===== config.mk =====
export PLATFORM = sky130hd
export DESIGN_NAME = uart_tx_arbiter
export DESIGN_NICKNAME = d
export VERILOG_FILES = /design/src/rtl/uart_loop_pkg.sv /design/src/rtl/axis_reg_slice.sv /design/src/rtl/uart_tx_arbiter.sv
export SDC_FILE = /design/constraint.sdc
export NUM_CORES = 1
export LEC_CHECK = 0
export CORE_MARGIN = 2
export CORE_UTILIZATION = 43
export CTS_CLUSTER_DIAMETER = 30
export DETAILED_ROUTE_END_ITERATION = 16
export GPL_ROUTABILITY_DRIVEN = 1
export PLACE_DENSITY = 0.74
export SLEW_MARGIN = 30
export SYNTH_ARGS = -nofsm -noshare
export SYNTH_HDL_FRONTEND = slang
export SYNTH_SLANG_ARGS = --single-unit

===== constraint.sdc =====
create_clock -name clk -period 4.65 [get_ports clk]
set_input_delay 0.465 -clock clk [delete_from_list [all_inputs] [get_ports clk]]
set_output_delay 0.465 -clock clk [all_outputs]
set_load 0.02 [all_outputs]

===== src/rtl/uart_loop_pkg.sv =====
// Shared types and defaults for the UART loopback transmit path.
// Arbiter state encoding doubles as the one-hot grant value.
package uart_loop_pkg;

    localparam int unsigned DATA_W_DEF = 8;

    typedef enum logic [1:0] {
        ST_IDLE   = 2'b00,
        ST_GRANT0 = 2'b01,
        ST_GRANT1 = 2'b10
    } arb_state_e;

endpackage


===== src/rtl/axis_reg_slice.sv =====
// One-entry valid/ready register slice; accepts a new beat in the same cycle
// the held beat drains, so a full-rate stream passes with one cycle latency.
module axis_reg_slice #(
    parameter int unsigned W = 9
) (
    input  logic         clk,
    input  logic         reset,
    input  logic [W-1:0] in_data_i,
    input  logic         in_valid_i,
    output logic         in_ready_o,
    output logic [W-1:0] out_data_o,
    output logic         out_valid_o,
    input  logic         out_ready_i
);

    logic         valid_q;
    logic [W-1:0] data_q;

    assign in_ready_o  = !valid_q || out_ready_i;
    assign out_valid_o = valid_q;
    assign out_data_o  = data_q;

    always_ff @(posedge clk) begin
        if (reset) begin
            valid_q <= 1'b0;
            data_q  <= '0;
        end else if (in_ready_o) begin
            valid_q <= in_valid_i;
            // Payload only moves on a real beat so it stays put while idle.
            if (in_valid_i) begin
                data_q <= in_data_i;
            end
        end
    end

endmodule


===== src/rtl/uart_tx_arbiter.sv =====
// Two-requester packet arbiter feeding the UART TX stream through a one-entry
// output register; ties alternate, grants end on tlast or after MAX_BURST beats.
module uart_tx_arbiter
    import uart_loop_pkg::*;
#(
    parameter int unsigned DATA_W    = DATA_W_DEF,
    parameter int unsigned MAX_BURST = 16
) (
    input  logic              clk,
    input  logic              reset,
    input  logic [DATA_W-1:0] s0_tdata,
    input  logic              s0_tvalid,
    input  logic              s0_tlast,
    output logic              s0_tready,
    input  logic [DATA_W-1:0] s1_tdata,
    input  logic              s1_tvalid,
    input  logic              s1_tlast,
    output logic              s1_tready,
    output logic [DATA_W-1:0] m_tdata,
    output logic              m_tvalid,
    output logic              m_tlast,
    input  logic              m_tready,
    output logic [1:0]        grant
);

    arb_state_e  state_q, state_d;
    logic        last_q, last_d;   // 0: s0 served last, 1: s1 served last
    logic [7:0]  cnt_q, cnt_d;
    logic [7:0]  cnt_inc;

    logic              own_valid;
    logic              own_last;
    logic [DATA_W-1:0] own_data;
    logic              sl_valid;
    logic              sl_ready;
    logic              accept;

    assign cnt_inc = cnt_q + 8'd1;

    always_comb begin
        own_valid = 1'b0;
        own_last  = 1'b0;
        own_data  = s0_tdata;
        if (state_q == ST_GRANT0) begin
            own_valid = s0_tvalid;
            own_last  = s0_tlast;
            own_data  = s0_tdata;
        end else if (state_q == ST_GRANT1) begin
            own_valid = s1_tvalid;
            own_last  = s1_tlast;
            own_data  = s1_tdata;
        end
    end

    assign sl_valid  = own_valid;
    assign accept    = own_valid && sl_ready;
    assign s0_tready = (state_q == ST_GRANT0) && sl_ready;
    assign s1_tready = (state_q == ST_GRANT1) && sl_ready;

    always_comb begin
        state_d = state_q;
        last_d  = last_q;
        cnt_d   = cnt_q;
        grant   = 2'b00;
        unique case (state_q)
            ST_IDLE: begin
                cnt_d = '0;
                if (s0_tvalid && s1_tvalid) begin
                    state_d = last_q ? ST_GRANT0 : ST_GRANT1;
                end else if (s0_tvalid) begin
                    state_d = ST_GRANT0;
                end else if (s1_tvalid) begin
                    state_d = ST_GRANT1;
                end
            end
            ST_GRANT0, ST_GRANT1: begin
                grant = (state_q == ST_GRANT0) ? 2'b01 : 2'b10;
                if (accept) begin
                    if (cnt_q != 8'hFF) begin
                        cnt_d = cnt_inc;
                    end
                    // Release immediately; the held beat drains under the next grant.
                    if (own_last || (cnt_inc == 8'(MAX_BURST))) begin
                        state_d = ST_IDLE;
                        last_d  = (state_q == ST_GRANT1);
                    end
                end
            end
            default: begin
                state_d = ST_IDLE;
            end
        endcase
    end

    always_ff @(posedge clk) begin
        if (reset) begin
            state_q <= ST_IDLE;
            last_q  <= 1'b1;
            cnt_q   <= '0;
        end else begin
            state_q <= state_d;
            last_q  <= last_d;
            cnt_q   <= cnt_d;
        end
    end

    axis_reg_slice #(
        .W (DATA_W + 1)
    ) u_out_reg (
        .clk         (clk),
        .reset       (reset),
        .in_data_i   ({own_last, own_data}),
        .in_valid_i  (sl_valid),
        .in_ready_o  (sl_ready),
        .out_data_o  ({m_tlast, m_tdata}),
        .out_valid_o (m_tvalid),
        .out_ready_i (m_tready)
    );

endmodule

==> metrics.md, run 1 <==
| Metric | Value |
|---|---|
| Setup TNS | `0 ns` |
| WS Path Type | `reg2reg` |
| Setup violators final | `0` |
| Min-Delay Path Class | `reg2reg` |
| Outcome | `complete, no violations` |
| WL final | `2750 um` |
| Unrepaired setup endpoints after global routing | `false` |
| Synth async-reset ratio | `0%` |
| Cts repair resizes | `0` |
| Die W | `57.2 um` |
| F_max | `0.352 GHz` |
| Gr ovfl total | `0` |
| CP top delay family | `compound AO/OA/AOI/OAI gates` |
| Ys Warns | `0` |
| Worst r2r dst | `cnt_q[7]` |
| Top cell type's share of synthesized area | `34.5%` |
| DRC Markers | `0` |
| Critical path, cell by cell | `inv_1, ha_1, and3b_1, o21a_1, o211ai_1, or4_1, a21oi_1` |
| MaxCap Viol Count | `0` |
| Share of layout cells above drive strength 1 | `5.14%` |
| Rows | `19` |
| Rel. slew slack | `40.8%` |
| Num CTS Buffers | `3` |
| VDD IR max | `0.000250 V` |
| Mapped cell area | `1220 um^2` |
| Die area | `3270 um^2` |
| DRT Pass-1 Iters | `4` |
| HP Start | `u_out_reg.out_data_o[1]` |
| Worst Path Max Fanout | `20` |
| Crit-path max cell delay | `0.60 ns` |
| Crit path DAT | `3.06 ns` |
| Worst setup SP type | `flop` |
| Average instance area after synthesis | `8.51 um^2` |
| Worst Setup End Kind | `flop` |
| Initial antenna violation count | `0` |
| Placer Congestion | `0.895` |
| Critical path's slowest cell | `or4_1` |
| Clock Sinks | `21` |
| Syn nets | `172` |
| Final nets | `205` |
| Post-synth top area cell | `dfxtp_1` |
| IO Port Bufs | `36` |
| Period utilization | `61.1%` |
| RR Startpoint | `state_q[1]` |
| Reg2reg path depth | `7` |
| EDFF count, synth | `0` |
| Vias in the first global route | `1115` |
| Cell count after synthesis | `143` |
| Hold Buf Count CTS | `0` |
| Endpoints failing hold | `0` |
| Worst skew pair latency | `0.30 ns` |
| Die height | `57.2 um` |
| Final Skew | `0.00242 ns` |
| Post-route ant nets | `0` |
| Final worst slack | `1.81 ns` |
| First-pass GRT wire length | `4730 um` |
| WHS Path Cells | `2` |
| Core area | `2730 um^2` |
| Ranking of synthesized cells by area | `dfxtp_1, mux2i_1, nor2_1, ha_1, a211oi_1` |
| Worst-Margin Slew | `0.886 ns` |
| Hold path endpoint | `u_out_reg.out_data_o[1]` |
| CTS tree | `built` |
| Wire per inst | `13.3 um` |
| #FFs+latches synth | `21` |
| R2r setup slk | `1.81 ns` |
| Starting DRT DRC Count | `43` |
| Minimum clock period | `2.84 ns` |
| Pwr Density | `406 nW/um^2` |
| Sequential fraction of the synthesis area | `34.5%` |
| Area Growth Syn to Fin | `32.0%` |
| Setup bufs post-CTS | `0` |
| Commonest cells in the synthesized netlist | `nor2_1, dfxtp_1, a211oi_1, mux2i_1` |
| Final HPWL DP | `2080 um` |
| WP data required | `4.87 ns` |
| Final Slew Violations | `0` |
| H-tree level count | `1` |
| Via count | `1148` |
| LEAKAGE | `0.565 nW` |
| Buffers and inverters on the worst path | `1` |
| Number of distinct library cells after synthesis | `40` |
| Starting density of the core | `44.5%` |
| Via density per instance | `5.57` |
| Tot GR Track Use | `18.2%` |
| Largest net degree at the start of global routing | `24` |
| Root Buffer | `clkbuf_4` |
| Bufs on Longest Clock Path | `2` |
| Antenna diode count | `0` |
| Total I/O pin count | `37` |
| Worst-path clk slew | `0.11 ns` |
| Top-count cell post-synth | `nor2_1` |
| Ys flop type | `dfxtp_1` |
| Pre-CTS setup slack | `1.63 ns` |
-- cell usage in the layout (no fill, tap or decap), types with 2 or more instances in the layout --
cell type / count
nand3_1: 5
clkbuf_4: 3
inv_1: 5
a31oi_1: 2
xnor2_1: 4
dfxtp_1: 21
o21ai_0: 8
nand2b_1: 3
mux2i_1: 9
a211oi_1: 9
and2_1: 4
a21oi_1: 8
nor2b_1: 3
nand2_1: 2
a22oi_1: 2
clkdlybuf4s50_1: 36
nor2_1: 24
ha_1: 6
-- through the flow --
step	total power [mW]	cells	hold slack [ns]	utilization (%)	instance area, um^2
finish	0.651	206	0.509	58.8	1610
floorplan	0.444	143	0.479	-	1220
detailed placement	0.569	202	0.494	57.8	1580
CTS	0.657	206	0.512	58.8	1610
global route	0.703	206	0.542	58.8	1610
global placement	0.561	202	0.489	57.8	1580
-- per-layer routing --
| metal | GRT usage [%] | routed length [um] |
|---|---|---|
| met5 | 0 | 0 |
| met4 | 6.64 | 34 |
| met3 | 3.17 | 129 |
| met2 | 30.5 | 1320 |
| met1 | 23.3 | 1260 |
-- power by group --
group | internal (mW) | total, mW | switching [mW] | leakage, nW
clock | 0.0334 | 0.0869 | 0.0535 | 0.0150
combinational | 0.149 | 0.333 | 0.185 | 0.379
sequential | 0.212 | 0.231 | 0.0196 | 0.171
-- state kept, by name, summed over array words and instances, names as in the netlist --
register               cells
cnt_q                      8
u_out_reg.out_valid_o      1
u_out_reg.out_data_o       9
state_q                    2
last_q                     1
-- cell families (layout without fill, tap and decap cells) --
group           after synthesis  after routing  share of synthesized area [%]
simple gates                 52             52                           22.7
mux                           9              9                           7.40
buf+inv                      13             45                           4.52
xor+xnor                      5              5                           3.60
flops                        21             21                           34.5
compound gates               37             37                           21.1
fa+ha+maj                     6              6                           6.17
-- cell type report --
| type | count | area (um^2) |
|---|---|---|
| clock buffer | 4 | 26.3 |
| timing repair buffer | 36 | 360 |
| inverter | 5 | 18.8 |
| tap | 31 | 38.8 |
| fill | 260 | 1130 |
| sequential | 21 | 420 |
| multi-input combinational | 109 | 742 |
-- worst reg2reg max path, cell delays in order (launching register included) --
cell and delay, ns:
dfxtp_1 0.37, inv_1 0.08, ha_1 0.27, and3b_1 0.29
o21a_1 0.52, o211ai_1 0.49, or4_1 0.60, a21oi_1 0.15
-- worst max-delay path by stage --
stage / slack, ns / from / depth (start not counted) / end
after floorplan: 2.50 / state_q[1] / 8 / state_q[1]
after global routing: 1.52 / state_q[1] / 8 / cnt_q[2]
final: 1.81 / state_q[1] / 7 / cnt_q[7]
after global placement: 1.71 / s1_tvalid / 6 / cnt_q[7]
after detailed placement: 1.63 / s1_tvalid / 6 / cnt_q[7]
after CTS: 1.80 / state_q[1] / 7 / cnt_q[7]
Note: power is estimated with default switching activity, not from simulation.
==> inputs of run 2 (changes only) <==
--- a/config.mk
+++ b/config.mk
@@ -6,11 +6,11 @@
 export NUM_CORES = 1
 export LEC_CHECK = 0
 export CORE_MARGIN = 2
-export CORE_UTILIZATION = 43
+export CORE_UTILIZATION = 42
 export CTS_CLUSTER_DIAMETER = 30
 export DETAILED_ROUTE_END_ITERATION = 16
 export GPL_ROUTABILITY_DRIVEN = 1
-export PLACE_DENSITY = 0.74
+export PLACE_DENSITY = 0.76
 export SLEW_MARGIN = 30
 export SYNTH_ARGS = -nofsm -noshare
 export SYNTH_HDL_FRONTEND = slang
==> constraint.sdc (replaced) <==
create_clock -name clk -period 2.6 [get_ports clk]
set_input_delay 0.26 -clock clk [delete_from_list [all_inputs] [get_ports clk]]
set_output_delay 0.26 -clock clk [all_outputs]
set_load 0.02 [all_outputs]
==> run 2 against run 1 <==
Compared with the run above:
- die area increased by 2.2%
- global-route usage increased by 0.70 points
- flip-flop and latch count unchanged
==> metrics.md, run 2 (synthesized netlist as in run 1, its figures left out) <==
| Metric | Value |
|---|---|
| Rows | `19 (unchanged)` |
| Rel. slew slack | `42.7% (was 40.8%)` |
| Setup violators final | `0 (unchanged)` |
| Final HPWL DP | `2130 um (was 2080 um)` |
| F_max | `0.429 GHz (was 0.352 GHz)` |
| Minimum clock period | `2.33 ns (was 2.84 ns)` |
| Dpl cells | `205 (was 202)` |
| Period utilization | `89.7% (was 61.1%)` |
| Setup bufs post-CTS | `0 (unchanged)` |
| Tot GR Track Use | `18.9% (was 18.2%)` |
| Commonest non-fill, non-tap cell in the layout | `clkdlybuf4s50_1 (unchanged)` |
| DRC Markers | `0 (unchanged)` |
| CTS tree | `built (unchanged)` |
| Bufs on Longest Clock Path | `2 (unchanged)` |
| Clock Sinks | `21 (unchanged)` |
| Initial antenna violation count | `0 (unchanged)` |
| LEAKAGE | `0.579 nW (was 0.565 nW)` |
| Most frequent cells in the layout | `clkdlybuf4s50_1, nor2_1, dfxtp_1 (unchanged)` |
| Largest net degree at the start of global routing | `24 (unchanged)` |
| Buffers and inverters on the worst path | `1 (unchanged)` |
| Worst setup SP type | `flop (unchanged)` |
| Global routing's busiest layer | `met2 (unchanged)` |
| Cts repair resizes | `0 (unchanged)` |
| Placer Congestion | `0.859 (was 0.895)` |
| Wire per inst | `13.3 um (about the same)` |
| Crit path DAT | `2.58 ns (was 3.06 ns)` |
| MaxCap Viol Count | `0 (unchanged)` |
| Worst Hold Margin | `0.509 ns (about the same)` |
| Outcome | `complete, no violations (unchanged)` |
| Min-Delay Path Class | `reg2reg (unchanged)` |
| Crit path depth | `8 (was 7)` |
| Final nets | `208 (was 205)` |
| Final Slew Violations | `0 (unchanged)` |
| CP top delay family | `simple AND/OR/NAND/NOR gates (was compound AO/OA/AOI/OAI gates)` |
| Core area | `2760 um^2 (was 2730 um^2)` |
| Critical path's slowest cell | `or4b_1 (was or4_1)` |
| Pwr Density | `731 nW/um^2 (was 406 nW/um^2)` |
| Met2 usage | `32.0% (was 30.5%)` |
| Crit-path max cell delay | `0.53 ns (was 0.60 ns)` |
| Num CTS Buffers | `3 (unchanged)` |
| Unrepaired setup endpoints after global routing | `false (unchanged)` |
| Hold Buf Count CTS | `0 (unchanged)` |
| Gr ovfl total | `0 (unchanged)` |
| Endpoints failing hold | `0 (unchanged)` |
| WP data required | `2.85 ns (was 4.87 ns)` |
| Worst Setup End Kind | `flop (unchanged)` |
| Final instance area | `1630 um^2 (was 1610 um^2)` |
| Worst-path clk slew | `0.13 ns (was 0.11 ns)` |
| Worst skew pair latency | `0.32 ns (was 0.30 ns)` |
| Reg2reg path depth | `8 (was 7)` |
| Final worst slack | `0.267 ns (was 1.81 ns)` |
| Die area | `3350 um^2 (was 3270 um^2)` |
| Grt met1 use | `21.5% (was 23.3%)` |
| Antenna diode count | `0 (unchanged)` |
| WL final | `2790 um (was 2750 um)` |
| Layout Cells excl Fill | `209 (was 206)` |
| Die W | `57.8 um (was 57.2 um)` |
| Setup TNS | `0 ns (unchanged)` |
| Via count | `1147 (was 1148)` |
| RR Startpoint | `state_q[1] (unchanged)` |
| Total I/O pin count | `37 (unchanged)` |
| Worst Path Max Fanout | `6 (was 20)` |
| First-pass GRT wire length | `4930 um (was 4730 um)` |
| Die height | `57.8 um (was 57.2 um)` |
| Final Skew | `0.00611 ns (was 0.00242 ns)` |
| Max FFs per register | `9 (unchanged)` |
| HP Start | `u_out_reg.out_data_o[7] (was u_out_reg.out_data_o[1])` |
| Starting DRT DRC Count | `42 (was 43)` |
| Post-route ant nets | `0 (unchanged)` |
| H-tree level count | `1 (unchanged)` |
| Final Util | `59.2% (was 58.8%)` |
| Met3 GRT Util | `8.04% (was 3.17%)` |
| Placed Area | `1600 um^2 (was 1580 um^2)` |
| Root Buffer | `clkbuf_4 (unchanged)` |
| Pwr Total | `1.19 mW (was 0.651 mW)` |
| Pre-CTS setup slack | `0.296 ns (was 1.63 ns)` |
| WS Path Type | `reg2reg (unchanged)` |
| Area Growth Syn to Fin | `34.1% (was 32.0%)` |
| DRT Pass-1 Iters | `4 (unchanged)` |
| Share of layout cells above drive strength 1 | `7.30% (was 5.14%)` |
| VDD IR max | `0.000542 V (was 0.000250 V)` |
| Vias in the first global route | `1198 (was 1115)` |
| WHS Path Cells | `2 (unchanged)` |
| Worst-Margin Slew | `0.856 ns (was 0.886 ns)` |
| Crit path from | `state_q[1] (unchanged)` |
| Via density per instance | `5.49 (was 5.57)` |
| Starting density of the core | `44.1% (was 44.5%)` |
| IO Port Bufs | `36 (unchanged)` |
| Critical path, cell by cell | `inv_1, ha_1, and3b_1, o21ai_0, a2111oi_4, a31oi_1, or4b_1, o31ai_1 (was inv_1, ha_1, and3b_1, o21a_1, o211ai_1, or4_1, a21oi_1)` |
| Fillers | `252 (was 260)` |
-- run 2: cell types whose count changed in the layout (fill, tap and decap cells not counted) --
cell        previous run  this run
clkbuf_1               1         0
clkinvlp_4             0         1
buf_4                  0         3
-- run 2: where the power goes --
group / internal, mW / leakage [nW] / switching (mW)
combinational: 0.278 / 0.395 / 0.335
sequential: 0.378 / 0.171 / 0.0334
clock: 0.0588 / 0.0139 / 0.111
total: 0.715 / 0.579 / 0.479
-- run 2: final timing paths --
path	to	slack, ns
setup reg to reg	state_q[1]	0.27
hold / removal	u_out_reg.out_data_o[7]	0.51
setup / recovery	state_q[1]	0.27
hold reg to reg	u_out_reg.out_data_o[7]	0.51
-- run 2: cell type report --
class                   count  area [um^2]  share of cell area, %
multi-input cells         109          742                   45.4
flip-flops and latches     21          420                   25.7
repair buffers             39          383                   23.4
well taps                  31         38.8                   2.38
clock buffers               3         22.5                   1.38
inverters                   5         18.8                   1.15
clock inverters             1         7.51                  0.460
-- run 2: worst reg2reg max path: cells and delay by family, from the launching register on --
kind	cells	cell delay, ns
adder cells (fa/ha/maj)	1	0.26
AO/OA/AOI/OAI	4	0.71
AND/OR/NAND/NOR	2	0.81
flip-flops	1	0.40
buffers and inverters	1	0.09
-- run 2: metal layers --
layer  vias to the layer above  share of wire (%)
li1                        578                  -
met1                       524                 43
met2                        43                 47
met3                         2                9.5
met4                         0               0.57
met5                         -                  0
